**config.mk**
```make
export PLATFORM = sky130hd
export DESIGN_NAME = sgdsp_top
export DESIGN_NICKNAME = d
export VERILOG_FILES = /design/src/rtl/sgdsp_top.sv
export SDC_FILE = /design/constraint.sdc
export NUM_CORES = 1
export LEC_CHECK = 0
export CAP_MARGIN = 30
export CORE_MARGIN = 4
export CORE_UTILIZATION = 46
export DETAILED_ROUTE_END_ITERATION = 8
export MAX_ROUTING_LAYER = met4
export PLACE_DENSITY = 0.79
export SYNTH_ARGS = -nofsm -noshare
export SYNTH_HDL_FRONTEND = slang
export SYNTH_SLANG_ARGS = --single-unit
```
**constraint.sdc**
```tcl
create_clock -name CLK_i -period 1.8 [get_ports CLK_i]
set_input_delay 0.36 -clock CLK_i [delete_from_list [all_inputs] [get_ports CLK_i]]
set_output_delay 0.36 -clock CLK_i [all_outputs]
set_load 0.03 [all_outputs]
```
**src/rtl/sgdsp_top.sv**
```systemverilog
`timescale 1ns/1ps
`default_nettype none
// +--------------------------------------------------------------------------+
// | sgdsp_top: sigma-delta ADC front end (comparator sync, feedback,         |
// | decimating counter, optional 4-sample averaging via SGDSP_AVG_EN)        |
// | Rev 1.0 - initial release                                                |
// +--------------------------------------------------------------------------+
module sgdsp_top #(
  parameter int COUNT_WIDTH = 4,
  parameter int MAX_COUNT   = 6
) (
  input  logic                   CLK_i,
  input  logic                   RSTN_i,
  input  logic                   CMP_i,
  output logic                   FB_o,
  output logic [COUNT_WIDTH-1:0] SAMPLE_o,
  output logic                   SAMPLE_VALID_o,
  output logic [COUNT_WIDTH+1:0] AVG_o
);

  localparam logic [COUNT_WIDTH-1:0] c_last = COUNT_WIDTH'(MAX_COUNT - 1);

  logic                   r_sync1;
  logic                   r_sync2;
  logic                   r_fb;
  logic [COUNT_WIDTH-1:0] r_cnt;
  logic [COUNT_WIDTH-1:0] r_acc;
  logic [COUNT_WIDTH-1:0] r_sample;
  logic                   r_valid;
  logic                   w_last;
  logic [COUNT_WIDTH-1:0] w_new_sample;

  assign w_last       = (r_cnt == c_last);
  assign w_new_sample = r_acc + COUNT_WIDTH'(r_fb);

  // Comparator is asynchronous: two flops for metastability, one more for the feedback DAC bit.
  always_ff @(posedge CLK_i or negedge RSTN_i) begin
    if (!RSTN_i) begin
      r_sync1 <= 1'b0;
      r_sync2 <= 1'b0;
      r_fb    <= 1'b0;
    end else begin
      r_sync1 <= CMP_i;
      r_sync2 <= r_sync1;
      r_fb    <= r_sync2;
    end
  end

  always_ff @(posedge CLK_i or negedge RSTN_i) begin
    if (!RSTN_i) begin
      r_cnt    <= '0;
      r_acc    <= '0;
      r_sample <= '0;
      r_valid  <= 1'b0;
    end else begin
      r_valid <= w_last;
      if (w_last) begin
        r_cnt    <= '0;
        r_acc    <= '0;
        r_sample <= w_new_sample;
      end else begin
        r_cnt    <= r_cnt + 1'b1;
        r_acc    <= w_new_sample;
      end
    end
  end

  assign FB_o           = r_fb;
  assign SAMPLE_o       = r_sample;
  assign SAMPLE_VALID_o = r_valid;

`ifdef SGDSP_AVG_EN
  // Entry 0 is always the newest sample, so the sum tracks SAMPLE_o on the same edge.
  logic [3:0][COUNT_WIDTH-1:0] r_hist;

  always_ff @(posedge CLK_i or negedge RSTN_i) begin
    if (!RSTN_i) begin
      r_hist <= '0;
    end else if (w_last) begin
      r_hist <= {r_hist[2:0], w_new_sample};
    end
  end

  always_comb begin
    AVG_o = '0;
    for (int i = 0; i < 4; i++) begin
      AVG_o = AVG_o + (COUNT_WIDTH+2)'(r_hist[i]);
    end
  end
`else
  assign AVG_o = {r_sample, 2'b00};
`endif

endmodule
`default_nettype wire

```
==> results.json <==
{
  "status": "complete, no violations",
  "path_class": "register to primary output",
  "cts-root-buf": "clkbuf_4",
  "ir_drop_mv": 0.723,
  "path_buf_inv": 1,
  "dp_cells": 72,
  "finish.instance_area_um2": 779,
  "clkLatencyLatePin_ns": 0.28,
  "setup_viol": 0,
  "fin_util_pct": 59.2,
  "io-pin-count": 15,
  "holdBufCountCts": 0,
  "crit_arrival_ns": 1.33,
  "syn_area_um2": 649,
  "drt_iter0_drc": 4,
  "syn_inst": 50,
  "switching_share_pct": 30.9,
  "setup_tns_ns": 0,
  "start_util_pct": 49.3,
  "hold_viol": 0,
  "critPathLaunchType": "register",
  "drc": 0,
  "drv_slew": 0,
  "final_layout_size_suffix_gt1_share_pct": 18.0,
  "fp.dieW_um": 45.6,
  "cts_tree": "done",
  "track_usage_pct": 10.7,
  "placed_area_um2": 743,
  "rsz0062_at_grt": "no",
  "first_pass_iters": 2,
  "p_int_mw": 0.644,
  "cts_sinks": 16,
  "antenna_found_initial": 0,
  "grt_remaining_overflow": 0,
  "ys_warn_count": 0,
  "antenna_cells": 0,
  "dp_hpwl_um": 619,
  "ys_seq_elements": 16,
  "area_growth_pct": 20.0,
  "row_count": 13,
  "fin_worst_skew_ns": 0.00362,
  "ys_types": 17,
  "fp.dieH_um": 45.6,
  "p_sw_mw": 0.288,
  "cpMaxStageDelayCell": "clkdlybuf4s50_1",
  "layoutNonFillerInstCount": 76,
  "htreeDepth": 1,
  "nNetsFinal": 67,
  "yosysSeqAreaShare_pct": 61.7,
  "ant_nets": 0,
  "clock_power_share_pct": 23.9,
  "maxCapViolCount": 0,
  "avgSynthCellArea_um2": 13.0,
  "wl_per_cell_um": 10.6,
  "finalCriticalPeriod_ns": 1.69,
  "min_path_type": "register to register",
  "end_kind": "primary output",
  "cts_buffers": 3,
  "routed_wl_um": 807,
  "leakage_nw": 0.370,
  "cts_buffer_depth": 2,
  "vias": 366,
  "hold_slack_ns": 0.353,
  "clock.fmax_ghz": 0.590,
  "yosysTopAreaCell": "dfrtp_1",
  "ctsResizeCount": 0,
  "post-cts-setup-buffer-count": 0,
  "coreArea_um2": 1320,
  "crit_fanout": 3,
  "power_frac_comb_pct": 31.7,
  "grt_max_degree": 17,
  "clk_pin_slew_ns": 0.08,
  "yosysTopAreaCellShare_pct": 61.7,
  "synthTopCellsByArea": "dfrtp_1 (62%), buf_4 (6.9%), and2b_2 (4.0%), ha_1 (3.9%), mux2_2 (3.5%)",
  "vias_per_cell": 4.82,
  "slowest_delay_ns": 0.68,
  "critPathTopFamily": "buffers and inverters",
  "p_per_area_nw_per_um2": 1200,
  "grt_pass1_vias": 350,
  "p_seq_share_pct": 44.4,
  "post-route-period-util_pct": 94.1,
  "grt_pass1_wl_um": 1470,
  "fp.dieArea_um2": 2080,
  "io_buffers": 12,
  "gp_congestion": 0.690,
  "cp.required_ns": 1.44,
  "crit_chain": "clkdlybuf4s50_1"
}
==> synthesized netlist by cell type (all sizes together) <==
master	number
xnor2	2
ha	2
xor2	1
inv	2
nand2	1
mux2	3
a21oi	3
dfrtp	16
o21ai	2
nor2	4
nand3	2
and4bb	1
conb	1
and2b	3
buf	7
==> per-stage QoR <==
step	setup WS (ns)	power, mW
2_1_floorplan	0.426	0.628
3_3_place_gp	0.414	0.718
3_5_place_dp	0.382	0.722
4_1_cts	0.0812	0.951
5_1_grt	0.0138	0.987
6_report	0.106	0.932
==> registers in the layout (all words and copies together) (netlist names) <==
register and count:
FB_o 1, r_sync1 1, SAMPLE_o 4, r_cnt 4, r_sync2 1, r_acc 4
SAMPLE_VALID_o 1
==> final timing paths <==
kind / slack [ns] / end / start / cells after the start
worst max register to register: 0.38 / SAMPLE_o[1]$_DFFE_PN0N_ / r_cnt[1]$_DFF_PN0_ / 2
min in group asynchronous: 0.39 / SAMPLE_o[0]$_DFFE_PN0N_ / RSTN_i / 2
worst min register to register: 0.35 / r_sync2$_DFF_PN0_ / r_sync1$_DFF_PN0_ / 0
max in group asynchronous: 1.23 / SAMPLE_o[1]$_DFFE_PN0N_ / RSTN_i / 2
worst max-delay path: 0.11 / AVG_o[2] / SAMPLE_o[0]$_DFFE_PN0N_ / 1
worst min-delay path: 0.35 / r_sync2$_DFF_PN0_ / r_sync1$_DFF_PN0_ / 0
==> metal layers <==
metal	global-route usage, %	routed length, um	part of all wire [%]	vias up
li1	-	-	-	178
met1	12.6	321	40	172
met2	15.3	392	49	14
met3	7.11	87	11	2
met4	1.75	6	0.74	0
met5	-	0	0	-
==> power groups by stage <==
stage	sequential [mW]	clock, mW	combinational [mW]
final	0.414	0.223	0.295
after global routing	0.421	0.256	0.310
after floorplan	0.482	0	0.146
after global placement	0.422	0	0.296
after CTS	0.416	0.236	0.299
after detailed placement	0.423	0	0.298
==> area by class of cell <==
cell class,instances,area [um^2]
flip-flops and latches,16,400
well taps,15,18.8
inverters,2,7.51
fillers,114,538
repair buffers,13,128
multi-input cells,26,189
clock buffers,4,36.3
==> cell families after synthesis <==
family | count (synthesis) | share of synthesized area, %
buf+inv | 9 | 9.83
mux | 3 | 5.78
xor+xnor | 3 | 4.05
flops | 16 | 61.7
compound gates | 5 | 3.85
other cells | 1 | 0.577
simple gates | 11 | 10.4
fa+ha+maj | 2 | 3.85
==> layout by cell type (no fill, tap or decap), drive strengths merged <==
cell           instances
clkbuf                 4
nand2                  1
ha                     2
xor2                   1
buf                    1
inv                    2
nor2                   4
nand3                  2
mux2                   3
dfrtp                 16
xnor2                  2
clkdlybuf4s50         12
o21ai                  2
conb                   2
and4bb                 1
and2b                  3
a21oi                  3
Power figures use the tool's default switching activity.
==> patch 1, RTL diff (config.mk and constraints unchanged) <==
Add an input register stage for `CMP_i`, with the module's reset; this delays it by one clock.
--- a/src/rtl/sgdsp_top.sv
+++ b/src/rtl/sgdsp_top.sv
@@ -22,2 +22,12 @@
 
+  logic CMP_q;
+
+  always_ff @(posedge CLK_i or negedge RSTN_i) begin
+    if (!RSTN_i) begin
+      CMP_q <= '0;
+    end else begin
+      CMP_q <= CMP_i;
+    end
+  end
+
   logic                   r_sync1;
@@ -42,3 +52,3 @@
     end else begin
-      r_sync1 <= CMP_i;
+      r_sync1 <= CMP_q;
       r_sync2 <= r_sync1;
Check against the original RTL: not equivalent (a bounded check fails within 4 cycles, from zero or initial values and one cycle with RSTN_i low).
==> patch 1 against the original RTL <==
Cell count up 2.6%; total power is 0.31% lower; hold slack better by 0.0047 ns; setup slack about the same; sequential cell count rose by 1; register-to-register slack better by 0.14 ns; global-route usage up 0.13 points; first-iteration DRC count shrank 100%; core utilization up 1.1 points; non-clock buffer count rose by 1; routed wire length up 5.5%; cell area is 3.0% higher; synthesized area grew 3.9%; critical endpoint is now SAMPLE_o[2].
==> patch 1: results (changes against the original RTL) <==
R2R Setup Slk = 0.52 ns (+0.14 ns)
share of cells above drive strength 1 = 19.0% (+1.0 points)
cell count after placement = 74 (+2.8%)
initial DRC count = 0 (-4)
WHS Endpoint = FB_o$_DFF_PN0_
Vias = 380 (+3.8%)
CP endpoint = SAMPLE_o[2]
Overall Global Routing Usage = 10.8% (+0.13 points)
met3 Track Usage GR = 2.73% (-4.4 points)
sequential fraction of the synthesis area = 63.1% (+1.4 points)
Lkg Pwr = 0.384 nW (+3.7%)
post-cts resize count = 0 (unchanged)
first-pass GRT wire length = 1490 um (+1.4%)
Post-synth top cells = dfrtp_1, buf_4, nor2_1
Final Wtd Congestion = 0.640 (-7.2%)
switch share = 32.5% (+1.6 points)
worst IR drop on VDD = 837 uV (+16%)
Hold Crit Start = r_sync2$_DFF_PN0_
GRT met1 Usage = 11.3% (-1.3 points)
CP Launch Point = SAMPLE_o[2]$_DFFE_PN0N_
pin count of the biggest net entering global routing = 18 (+1)
status = finished clean
post-CTS setup buffer count = 0 (unchanged)
DR top layer = met4
GRT met2 Usage = 17.0% (+1.7 points)
Post-DP Area = 776 sq um (+4.4%)
clk_skew = 0.00486 ns (+0.00124 ns)
crit path max fanout = 3 (unchanged)
largest cells by area after synthesis = dfrtp_1, buf_4, and2b_2
worst r2r src = r_cnt[3]$_DFF_PN0_
initial antenna violation count = 0 (unchanged)
drt first pass iters = 1 (-1)
vias per inst = 4.87 (+1.2%)
met3 WL = 62 um (-29%)
worst hold slack = 0.357 ns (+0.00472 ns)
Setup WS pre-CTS = 0.397 ns (+0.0149 ns)
Met2 Wirelength = 404 um (+3.1%)
met1 wire length = 374 um (+17%)
fmax = 590 MHz (about the same)
Mean Syn Cell Area = 13.2 sq um (+1.8%)
Clock Path Buffers = 2 (unchanged)
vias in the first global route = 351 (+0.29%)
Skew-Pair Late Insertion Delay = 0.28 ns (about the same)
nets = 69 (+3.0%)
Clock transition at path regs = 0.10 ns (+0.02 ns)
routed len/inst = 10.9 um (+2.7%)
==> patch 1: changes by cell type after synthesis <==
cell / before / now
dfrtp_1: 16 / 17
==> patch 1: final cells by class <==
class,instances,area (sq um)
Tap cell,15,18.8
Sequential cell,17,425
Clock inverter,1,5.00
Timing Repair Buffer,14,135
Inverter,2,7.51
Clock buffer,3,22.5
Fill cell,121,531
Multi-Input combinational cell,26,189
==> patch 1: kinds of logic after synthesis <==
group	after synthesis	share of synthesized area [%]
buffers and inverters	9	9.46
muxes	3	5.56
and+or+nand+nor	11	10.0
AOI/OAI and AO/OA	5	3.71
adders and majority gates	2	3.71
DFF	17	63.1
other	1	0.556
xor gates and xnor gates	3	3.90
==> patch 1: power groups by stage <==
stage	registers, mW	clock network (mW)	logic [mW]
after floorplan	0.506	0	0.146
after global placement	0.444	0	0.298
after detailed placement	0.449	0	0.300
after CTS	0.441	0.203	0.300
after global routing	0.447	0.217	0.312
final	0.438	0.195	0.296
==> patch 2, RTL diff (same settings) <==
Without the edit above. The parameter `COUNT_WIDTH` goes from 4 to 5.
--- a/src/rtl/sgdsp_top.sv
+++ b/src/rtl/sgdsp_top.sv
@@ -8,3 +8,3 @@
 module sgdsp_top #(
-  parameter int COUNT_WIDTH = 4,
+  parameter int COUNT_WIDTH = 5,
   parameter int MAX_COUNT   = 6
Ports: changed (resized AVG_o and SAMPLE_o); port bits go from 15 to 17. The function was not compared with the original's and may differ.
==> patch 2 against the original RTL <==
Routed wire length increased by 45%; fmax decreased by 2.3%; setup slack got worse by 0.040 ns; total power increased by 6.5%; combinational power increased by 4%; global-route usage increased by 1.3 points; cell area increased by 18%; sequential cell count increased by 3; synthesized area increased by 21%; sequential share of layout area increased by 0.41 points; critical path depth unchanged; clock skew decreased by 0.0031 ns; cell count increased by 18%; critical endpoint is now AVG_o[6]; largest cell class unchanged; largest power group unchanged.
==> patch 2: results (changes against the original RTL) <==
status = finished clean
CTS Buf Count = 3 (unchanged)
largest cells by area after synthesis = dfrtp_1, buf_4, ha_1
Post-synth top cells = dfrtp_1, nor2_1, buf_4
Lkg Pwr = 0.437 nW (+18%)
first-pass GRT wire length = 2150 um (+46%)
fin cells = 90 (+18%)
sequential fraction of the synthesis area = 60.3% (-1.3 points)
Max stage delay cell, worst path = clkdlybuf4s50_1
Synth cell types = 14 (-3)
crit path max fanout = 3 (unchanged)
Clock transition at path regs = 0.10 ns (+0.02 ns)
reg2reg end = SAMPLE_o[4]$_DFFE_PN0N_
HP Class = reg2reg
H-tree depth = 1 (unchanged)
vias in the first global route = 474 (+35%)
drt first pass iters = 2 (unchanged)
post-cts resize count = 0 (unchanged)
vias per inst = 4.94 (+2.7%)
hold path cells = 0 (unchanged)
CTS root buf = clkbuf_4
worst reg2reg path depth = 6 (+4)
top_reg_cell synth = dfrtp_1
Top delay family on crit path = buffers and inverters
worst IR drop on VDD = 499 uV (-31%)
Port Buf Inserts = 14 (+2)
nets = 82 (+22%)
clk_skew = 0.000547 ns (-0.00307 ns)
pin count of the biggest net entering global routing = 20 (+3)
final HPWL from detailed placement = 927 um (+50%)
fillcell total = 124 (+8.8%)
Inserted Diodes = 0 (unchanged)
CP endpoint = AVG_o[6]
WHS Endpoint = r_sync2$_DFF_PN0_
total wire length = 1170 um (+45%)
cell count after placement = 86 (+19%)
post-CTS setup buffer count = 0 (unchanged)
Clock Path Buffers = 2 (unchanged)
Skew-Pair Late Insertion Delay = 0.28 ns (about the same)
worst stage delay on the critical path = 0.69 ns
worst r2r src = r_cnt[1]$_DFF_PN0_
Synth Warn # = 0 (unchanged)
initial antenna violation count = 0 (unchanged)
R2R Setup Slk = 0.29 ns (-0.09 ns)
CP Launch Point = SAMPLE_o[4]$_DFFE_PN0N_
Mean Syn Cell Area = 12.7 sq um (-2.1%)
Overall Global Routing Usage = 12.0% (+1.3 points)
Hold Crit Start = r_sync1$_DFF_PN0_
Async S/R FF share, synth = 100% (unchanged)
share of cells above drive strength 1 = 9.46% (-8.6 points)
Final Wtd Congestion = 0.740 (+7.2%)
initial DRC count = 7 (+3)
## patch 2: changes by cell type in the layout (fill, tap and decap cells not counted), sizes merged, moves of 2 or more
cell / change
o21ai: -2
and2b: -3
ha: +2
nand3: +2
nor2b: +2
nor2: +6
xor2: +2
clkdlybuf4s50: +2
dfrtp: +3
## patch 2: kinds of logic after synthesis
logic type | after synthesis | share of synthesized area [%]
flops | 19 | 60.3
xor+xnor | 6 | 6.67
other cells | 1 | 0.476
simple gates | 17 | 10.5
buf+inv | 10 | 10.0
mux | 2 | 3.81
fa+ha+maj | 4 | 6.35
compound gates | 3 | 1.90
## patch 2: power breakdown
group | total [mW] | internal [mW] | switching (mW) | leakage (nW)
Clock | 0.202 | 0.0861 | 0.116 | 0.0150
Sequential | 0.484 | 0.460 | 0.0237 | 0.246
Combinational | 0.306 | 0.134 | 0.172 | 0.175
## patch 2: layer usage
| layer | GRT usage [%] | wire length [um] | vias up |
|---|---|---|---|
| met5 | - | 0 | - |
| met4 | 4.15 | 10 | 0 |
| met3 | 3.06 | 49 | 2 |
| met2 | 19.4 | 627 | 10 |
| met1 | 14.6 | 484 | 219 |
| li1 | - | - | 214 |
## patch 2: layout make-up
| cell class | instances | share of cell area, % |
|---|---|---|
| clock buffer | 4 | 2.86 |
| inverter | 1 | 0.409 |
| multi-input combinational | 34 | 25.9 |
| sequential | 19 | 51.8 |
| tap | 16 | 2.18 |
| timing repair buffer | 16 | 16.9 |
## patch 2: per-stage QoR
step                      hold slack [ns]  area, sq um  worst slack (ns)  power, mW  utilization [%]
after CTS                           0.357          918            0.0414       1.01             58.9
after global placement              0.333          892             0.402      0.801             57.2
after floorplan                    0.0644          792             0.407      0.703                -
after detailed placement            0.335          892             0.292      0.804             57.2
final                               0.359          918            0.0661      0.993             58.9
after global routing                0.364          918           0.00228       1.04             58.9
